`config.mk`:
```
export PLATFORM = sky130hd
export DESIGN_NAME = pipe_stage_reg
export DESIGN_NICKNAME = d
export VERILOG_FILES = /design/src/rtl/pipe_stage_reg_pkg.sv /design/src/rtl/pipe_stage_reg_ctrl.sv /design/src/rtl/pipe_stage_reg.sv
export SDC_FILE = /design/constraint.sdc
export NUM_CORES = 1
export LEC_CHECK = 0
export BUFFER_PORTS_ARGS = -buffer_cell sky130_fd_sc_hd__buf_2
export CAP_MARGIN = 30
export CORE_AREA = 5 5 134 136
export DETAILED_ROUTE_END_ITERATION = 8
export DIE_AREA = 0 0 139 141
export PLACE_DENSITY = 0.75
export SLEW_MARGIN = 30
export SYNTH_ARGS = -nofsm -noshare
export SYNTH_HDL_FRONTEND = slang
export SYNTH_SLANG_ARGS = --single-unit
```
`constraint.sdc`:
```
create_clock -name clk -period 1.47 [get_ports clk]
set_clock_uncertainty 0.2 [all_clocks]
set_input_delay 0.2205 -clock clk [delete_from_list [all_inputs] [get_ports clk]]
set_output_delay 0.2205 -clock clk [all_outputs]
set_load 0.005 [all_outputs]
```
`src/rtl/pipe_stage_reg_pkg.sv`:
```
// Shared definitions for the pipeline stage register: stage-action encoding,
// stall polarity, default widths and the NOP register address.
package pipe_stage_reg_pkg;

  typedef enum logic [3:0] {
    ACT_ADV   = 4'b0001,
    ACT_HOLD  = 4'b0010,
    ACT_BUB   = 4'b0100,
    ACT_FLUSH = 4'b1000
  } act_e;

  localparam logic STOP    = 1'b1;
  localparam logic NO_STOP = 1'b0;

  localparam int DEF_STAGE_IDX = 3;
  localparam int DEF_STALL_W   = 6;
  localparam int DEF_NUM_WB    = 1;
  localparam int DEF_ADDR_W    = 5;
  localparam int DEF_DATA_W    = 32;
  localparam int DEF_SCR_W     = 64;
  localparam int DEF_CNT_W     = 2;
  localparam int DEF_PERF_W    = 16;

  localparam logic [4:0] NOP_REG_ADDR = 5'd0;

endpackage

```
`src/rtl/pipe_stage_reg_ctrl.sv`:
```
// Decodes the core stall vector and flush into a one-hot stage action.
// Priority: flush, then bubble (s=1,d=0), then hold (s=1,d=1), else advance.
module pipe_stage_reg_ctrl
  import pipe_stage_reg_pkg::*;
#(
  parameter int STAGE_IDX = DEF_STAGE_IDX,
  parameter int STALL_W   = DEF_STALL_W
) (
  input  logic [STALL_W-1:0] stall,
  input  logic               flush,
  output act_e               act
);

  logic s;
  logic d;
  logic unused_stall;

  assign s = stall[STAGE_IDX];
  assign d = stall[STAGE_IDX+1];
  // Only two bits of the vector matter to this stage.
  assign unused_stall = ^stall;

  always_comb begin
    act = ACT_ADV;
    if (flush)
      act = ACT_FLUSH;
    else if (s == STOP && d == NO_STOP)
      act = ACT_BUB;
    else if (s == STOP && d == STOP)
      act = ACT_HOLD;
  end

endmodule

```
`src/rtl/pipe_stage_reg.sv`:
```
// Inter-stage pipeline register with stall/flush handling and scratch loop-back.
// Optional perf counters are enabled by defining PIPE_STAGE_PERF_EN.
module pipe_stage_reg
  import pipe_stage_reg_pkg::*;
#(
  parameter int STAGE_IDX = DEF_STAGE_IDX,
  parameter int STALL_W   = DEF_STALL_W,
  parameter int NUM_WB    = DEF_NUM_WB,
  parameter int ADDR_W    = DEF_ADDR_W,
  parameter int DATA_W    = DEF_DATA_W,
  parameter int SCR_W     = DEF_SCR_W,
  parameter int CNT_W     = DEF_CNT_W,
  parameter int PERF_W    = DEF_PERF_W
) (
  input  logic                     clk,
  input  logic                     rst,
  input  logic [STALL_W-1:0]       stall,
  input  logic                     flush,
  input  logic                     in_valid,
  input  logic [NUM_WB*ADDR_W-1:0] in_wd,
  input  logic [NUM_WB-1:0]        in_wreg,
  input  logic [NUM_WB*DATA_W-1:0] in_wdata,
  input  logic [DATA_W-1:0]        in_hi,
  input  logic [DATA_W-1:0]        in_lo,
  input  logic                     in_whilo,
  input  logic [SCR_W-1:0]         scr_i,
  input  logic [CNT_W-1:0]         cnt_i,
  output logic                     out_valid,
  output logic [NUM_WB*ADDR_W-1:0] out_wd,
  output logic [NUM_WB-1:0]        out_wreg,
  output logic [NUM_WB*DATA_W-1:0] out_wdata,
  output logic [DATA_W-1:0]        out_hi,
  output logic [DATA_W-1:0]        out_lo,
  output logic                     out_whilo,
  output logic [SCR_W-1:0]         scr_o,
  output logic [CNT_W-1:0]         cnt_o
`ifdef PIPE_STAGE_PERF_EN
  ,
  output logic [PERF_W-1:0]        perf_adv,
  output logic [PERF_W-1:0]        perf_bub,
  output logic [PERF_W-1:0]        perf_hold
`endif
);

  localparam logic [NUM_WB*ADDR_W-1:0] NOP_WD = {NUM_WB{ADDR_W'(NOP_REG_ADDR)}};

  act_e act;

  pipe_stage_reg_ctrl #(
    .STAGE_IDX (STAGE_IDX),
    .STALL_W   (STALL_W)
  ) u_ctrl (
    .stall (stall),
    .flush (flush),
    .act   (act)
  );

  always_ff @(posedge clk) begin
    if (rst) begin
      out_valid <= 1'b0;
      out_wd    <= NOP_WD;
      out_wreg  <= '0;
      out_wdata <= '0;
      out_hi    <= '0;
      out_lo    <= '0;
      out_whilo <= 1'b0;
      scr_o     <= '0;
      cnt_o     <= '0;
    end else begin
      unique case (act)
        ACT_FLUSH: begin
          out_valid <= 1'b0;
          out_wd    <= NOP_WD;
          out_wreg  <= '0;
          out_wdata <= '0;
          out_hi    <= '0;
          out_lo    <= '0;
          out_whilo <= 1'b0;
          scr_o     <= '0;
          cnt_o     <= '0;
        end
        ACT_BUB: begin
          // Downstream drains a NOP while the stalled producer keeps its partial result.
          out_valid <= 1'b0;
          out_wd    <= NOP_WD;
          out_wreg  <= '0;
          out_wdata <= '0;
          out_hi    <= '0;
          out_lo    <= '0;
          out_whilo <= 1'b0;
          scr_o     <= scr_i;
          cnt_o     <= cnt_i;
        end
        ACT_HOLD: begin
        end
        default: begin
          out_valid <= in_valid;
          out_wd    <= in_wd;
          out_wreg  <= in_wreg & {NUM_WB{in_valid}};
          out_wdata <= in_wdata;
          out_hi    <= in_hi;
          out_lo    <= in_lo;
          out_whilo <= in_whilo & in_valid;
          scr_o     <= '0;
          cnt_o     <= '0;
        end
      endcase
    end
  end

`ifdef PIPE_STAGE_PERF_EN
  if (PERF_W > 0) begin : g_perf
    always_ff @(posedge clk) begin
      if (rst) begin
        perf_adv  <= '0;
        perf_bub  <= '0;
        perf_hold <= '0;
      end else begin
        if (act == ACT_ADV && in_valid && perf_adv != '1)
          perf_adv <= perf_adv + PERF_W'(1);
        if (act == ACT_BUB && perf_bub != '1)
          perf_bub <= perf_bub + PERF_W'(1);
        if (act == ACT_HOLD && perf_hold != '1)
          perf_hold <= perf_hold + PERF_W'(1);
      end
    end
  end
`else
  // Perf counters compiled out; the port list omits them.
`endif

  // Stalls only propagate upstream, so a running stage never sees its consumer stopped.
  illegal_stall_a : assert property (@(posedge clk) disable iff (rst)
    !(stall[STAGE_IDX] == NO_STOP && stall[STAGE_IDX+1] == STOP));

endmodule
```
==> key figures <==
Routing
  • DRC Markers: 0
  • ANT nets after route: 0
  • DR iter-0 viols: 283
  • Vias per inst: ~4.7
  • Pre-antenna DRT Iters: 4
  • Total vias in the final route: between 5000 and 6000
  • DR WL/cell: 17.0 µm
  • WL final: between 20 and 25 mm

Floorplan
  • Die ar.: between 15000 and 20000 µm²
  • Core footprint: about 17000 µm²
  • Starting Density: approximately 33%
  • Floorplan row count: 48
  • Chip Height: 141 µm
  • Die W: between 100 and 150 µm
  • IO Pins: between 300 and 400

Synth
  • Most numerous cell in the Yosys netlist: dfxtp_1
  • Mapped cell area: ~5500 µm²
  • Simple-gate share of the synthesized area: between 5 and 6%
  • Yosys top cell area share: between 60 and 70%
  • Syn_nets: between 600 and 700
  • Post-synth cell types: 12
  • Xor and xnor area share after synthesis: 0%
  • Synth Instances: approximately 450
  • Post-synth top cells: 170 x dfxtp_1, 102 x a22o_1, 66 x mux2i_1, 66 x nor2_1, 20 x buf_2
  • Largest family of logic cells by synthesized area: compound AO/OA/AOI/OAI gates
  • Async set or reset register ratio after synthesis: 0%
  • Mux cell area share after synthesis: a little under an eighth
  • Avg Cell Area, Syn: roughly 12 µm²
  • Top FF cell, synth: dfxtp_1
  • Adder-Cell Fraction of Synth Area: 0%
  • Area leader, netlist: dfxtp_1
  • Sequential share of the synthesized area: about three fifths
  • Synthesis-stage register bit count: 170
  • Synth top area cells: dfxtp_1 62%, a22o_1 16%, mux2i_1 12%
  • EDFF count, synth: 0
  • Synth Area in Compound Gates: between 10% and 20%
  • YS warnings: 0

Clock tree
  • Clk sinks: 170
  • Clk root buf: clkbuf_16
  • Clock Path Buffers: 2
  • Reg clk slew, reported paths: approximately 70 ps
  • CTS tree: done
  • Worst-Skew Late Latency: approximately 410 ps
  • CTS Buf Count: 17
  • Post-CTS setup buffer count: 0
  • H-tree Lvls: 4

Layout
  • Share of cells above drive strength 1: around 40%
  • Fin cells: between 1000 and 1500
  • Fillers: 1298
  • Synth-to-Final Area Change: 78.6%
  • Final net count: around 1100

Global route
  • GR Overflow Total: 0
  • Pin count of the biggest net entering global routing: 65
  • First-pass GRT wire length: 31.7 mm
  • Overall routing resource usage: about a fifth
  • Initial antenna violation count: 1
  • Routing usage on met3: 6.72%
  • GRT met2 Usage: a little over a third
  • GRT busiest layer: met2
  • Vias in the first global route: 5915
  • Met1 usage: 22.4%

Min path
  • Hold Startpoint: rst
  • Hold Crit Endpoint: scr_o[17]
  • Worst hold path stage count: 4
  • Min-delay worst type: in2reg

Critical path
  • Crit path kind: reg2out
  • Buf/Inv on CP: 1
  • Worst path slowest cell: dfxtp_1
  • Worst stage delay on the critical path: roughly 380 ps
  • Startpoint class of the critical path: flop
  • CP delay by family, top: flip-flops
  • Worst R2R Setup Slack: 580 ps
  • Crit-path cells: buf_2
  • R2r endpoint: scr_o[63]
  • CP arrival: between 900 and 1000 ps
  • CP Max Fanout: 2
  • Worst r2r src: scr_o[63]
  • CP Capture Type: output port
  • Reg2Reg Depth: 2
  • Worst Path Required: approximately 1100 ps

Timing
  • Final setup margin: a little over 100 ps
  • Final Hold Viols: 0
  • Setup-failing EPs final: 0
  • Max Slew Vio Count: 0
  • Fmax: around 0.73 GHz
  • Period minus WS final: roughly 1400 ps
  • Max-slew headroom: 80.5%
  • RSZ-0062 raised after global routing: false
  • Worst slew pin tran: 292 ps
  • Final period util: between 90% and 100%

Power
  • Leakage: 4.91 nW
  • Peak VDD IR: between 700 and 800 µV
  • Pwr/cell area: approximately 1000 nW/µm²

Run status
  • Status: finished, final reports clean

Place
  • DP Worst Slack: -43.8 ps
  • Port buffer count: about 340
  • Post-DP HPWL: 11.9 mm
  • Placer Congestion: between 0.7 and 0.8
  • Number of placed instances, taps included: between 1000 and 1500

Flow run
  • Max Cap Viol: 0
[cells in the final DEF, fill, tap and decap left out]
master,instances
mux2i_1,66
nor2_1,66
buf_12,10
clkinv_4,2
dfxtp_1,170
dlygate4sd3_1,170
bufinv_16,1
diode_2,1
clkinv_2,1
a32o_1,2
or3b_2,1
a22o_1,102
buf_4,14
clkbuf_16,17
nor3_4,1
inv_6,5
and4bb_4,1
buf_2,343
clkinvlp_4,3
clkbuf_1,2
clkinv_8,1
[repair_timing]
| item | 4_1_cts | 5_1_grt |
|---|---|---|
| gates resized for setup | 0 | 0 |
| hold buffers | 170 | 0 |
| endpoints found under the hold margin | 170 | 0 |
[sequential cells by signal (all words and copies together), names as in the netlist]
register,flops
scr_o,64
out_hi,32
out_lo,32
out_wdata,32
out_wd,5
cnt_o,2
out_valid,1
out_whilo,1
out_wreg,1
[metal layers]
metal	wire length, µm	share of wire [%]
met2	10600	51
met1	7810	38
met3	1520	7.4
met5	0	0
met4	636	3.1
[power by group]
part / leakage [nW] / total, mW / internal [mW] / switching, mW
clock: 0.268 / 4.29 / 2.38 / 1.91
combinational: 3.26 / 1.18 / 0.742 / 0.436
sequential: 1.38 / 4.79 / 4.72 / 0.0660
total: 4.91 / 10.3 / 7.84 / 2.42
[cells by family (layout without fill, tap and decap cells)]
group	Yosys count	after routing
AOI/OAI and AO/OA	104	104
buffers and inverters	38	569
DFF	170	170
muxes	66	66
other	0	1
and+or+nand+nor	69	69
[through the flow]
stage	TNS, ps	hold slack [ps]	util [%]	instance area [µm²]	power [mW]
after floorplan	0	153	-	5510	5.21
after global placement	-22.0	235	45.0	7570	5.65
after detailed placement	-738	241	45.0	7570	5.66
after CTS	0	28.1	58.5	9840	10.3
after global routing	0	40.6	58.5	9840	10.6
final	0	43.6	58.5	9840	10.3
[how the worst max path moves through the flow]
stage,endpoint,from,slack [ps],cells past startpoint
floorplan,out_hi[0],stall[4],80,6
global placement,scr_o[30],flush,-7,4
detailed placement,scr_o[50],flush,-40,4
CTS,out_lo[10],out_lo[10],110,1
global route,out_wdata[7],out_wdata[7],70,1
finish,out_wdata[7],out_wdata[7],100,1
[cell type report]
| type | instances | area [µm²] | share of cell area [%] |
|---|---|---|---|
| diodes | 1 | 2.50 | 0.0254 |
| flip-flops and latches | 170 | 3400 | 34.6 |
| multi-input cells | 239 | 1860 | 18.9 |
| repair buffers | 537 | 3720 | 37.8 |
| clock inverters | 13 | 135 | 1.37 |
| clock buffers | 19 | 433 | 4.40 |
| well taps | 225 | 282 | 2.86 |
Note: power is estimated with default switching activity, not from simulation.
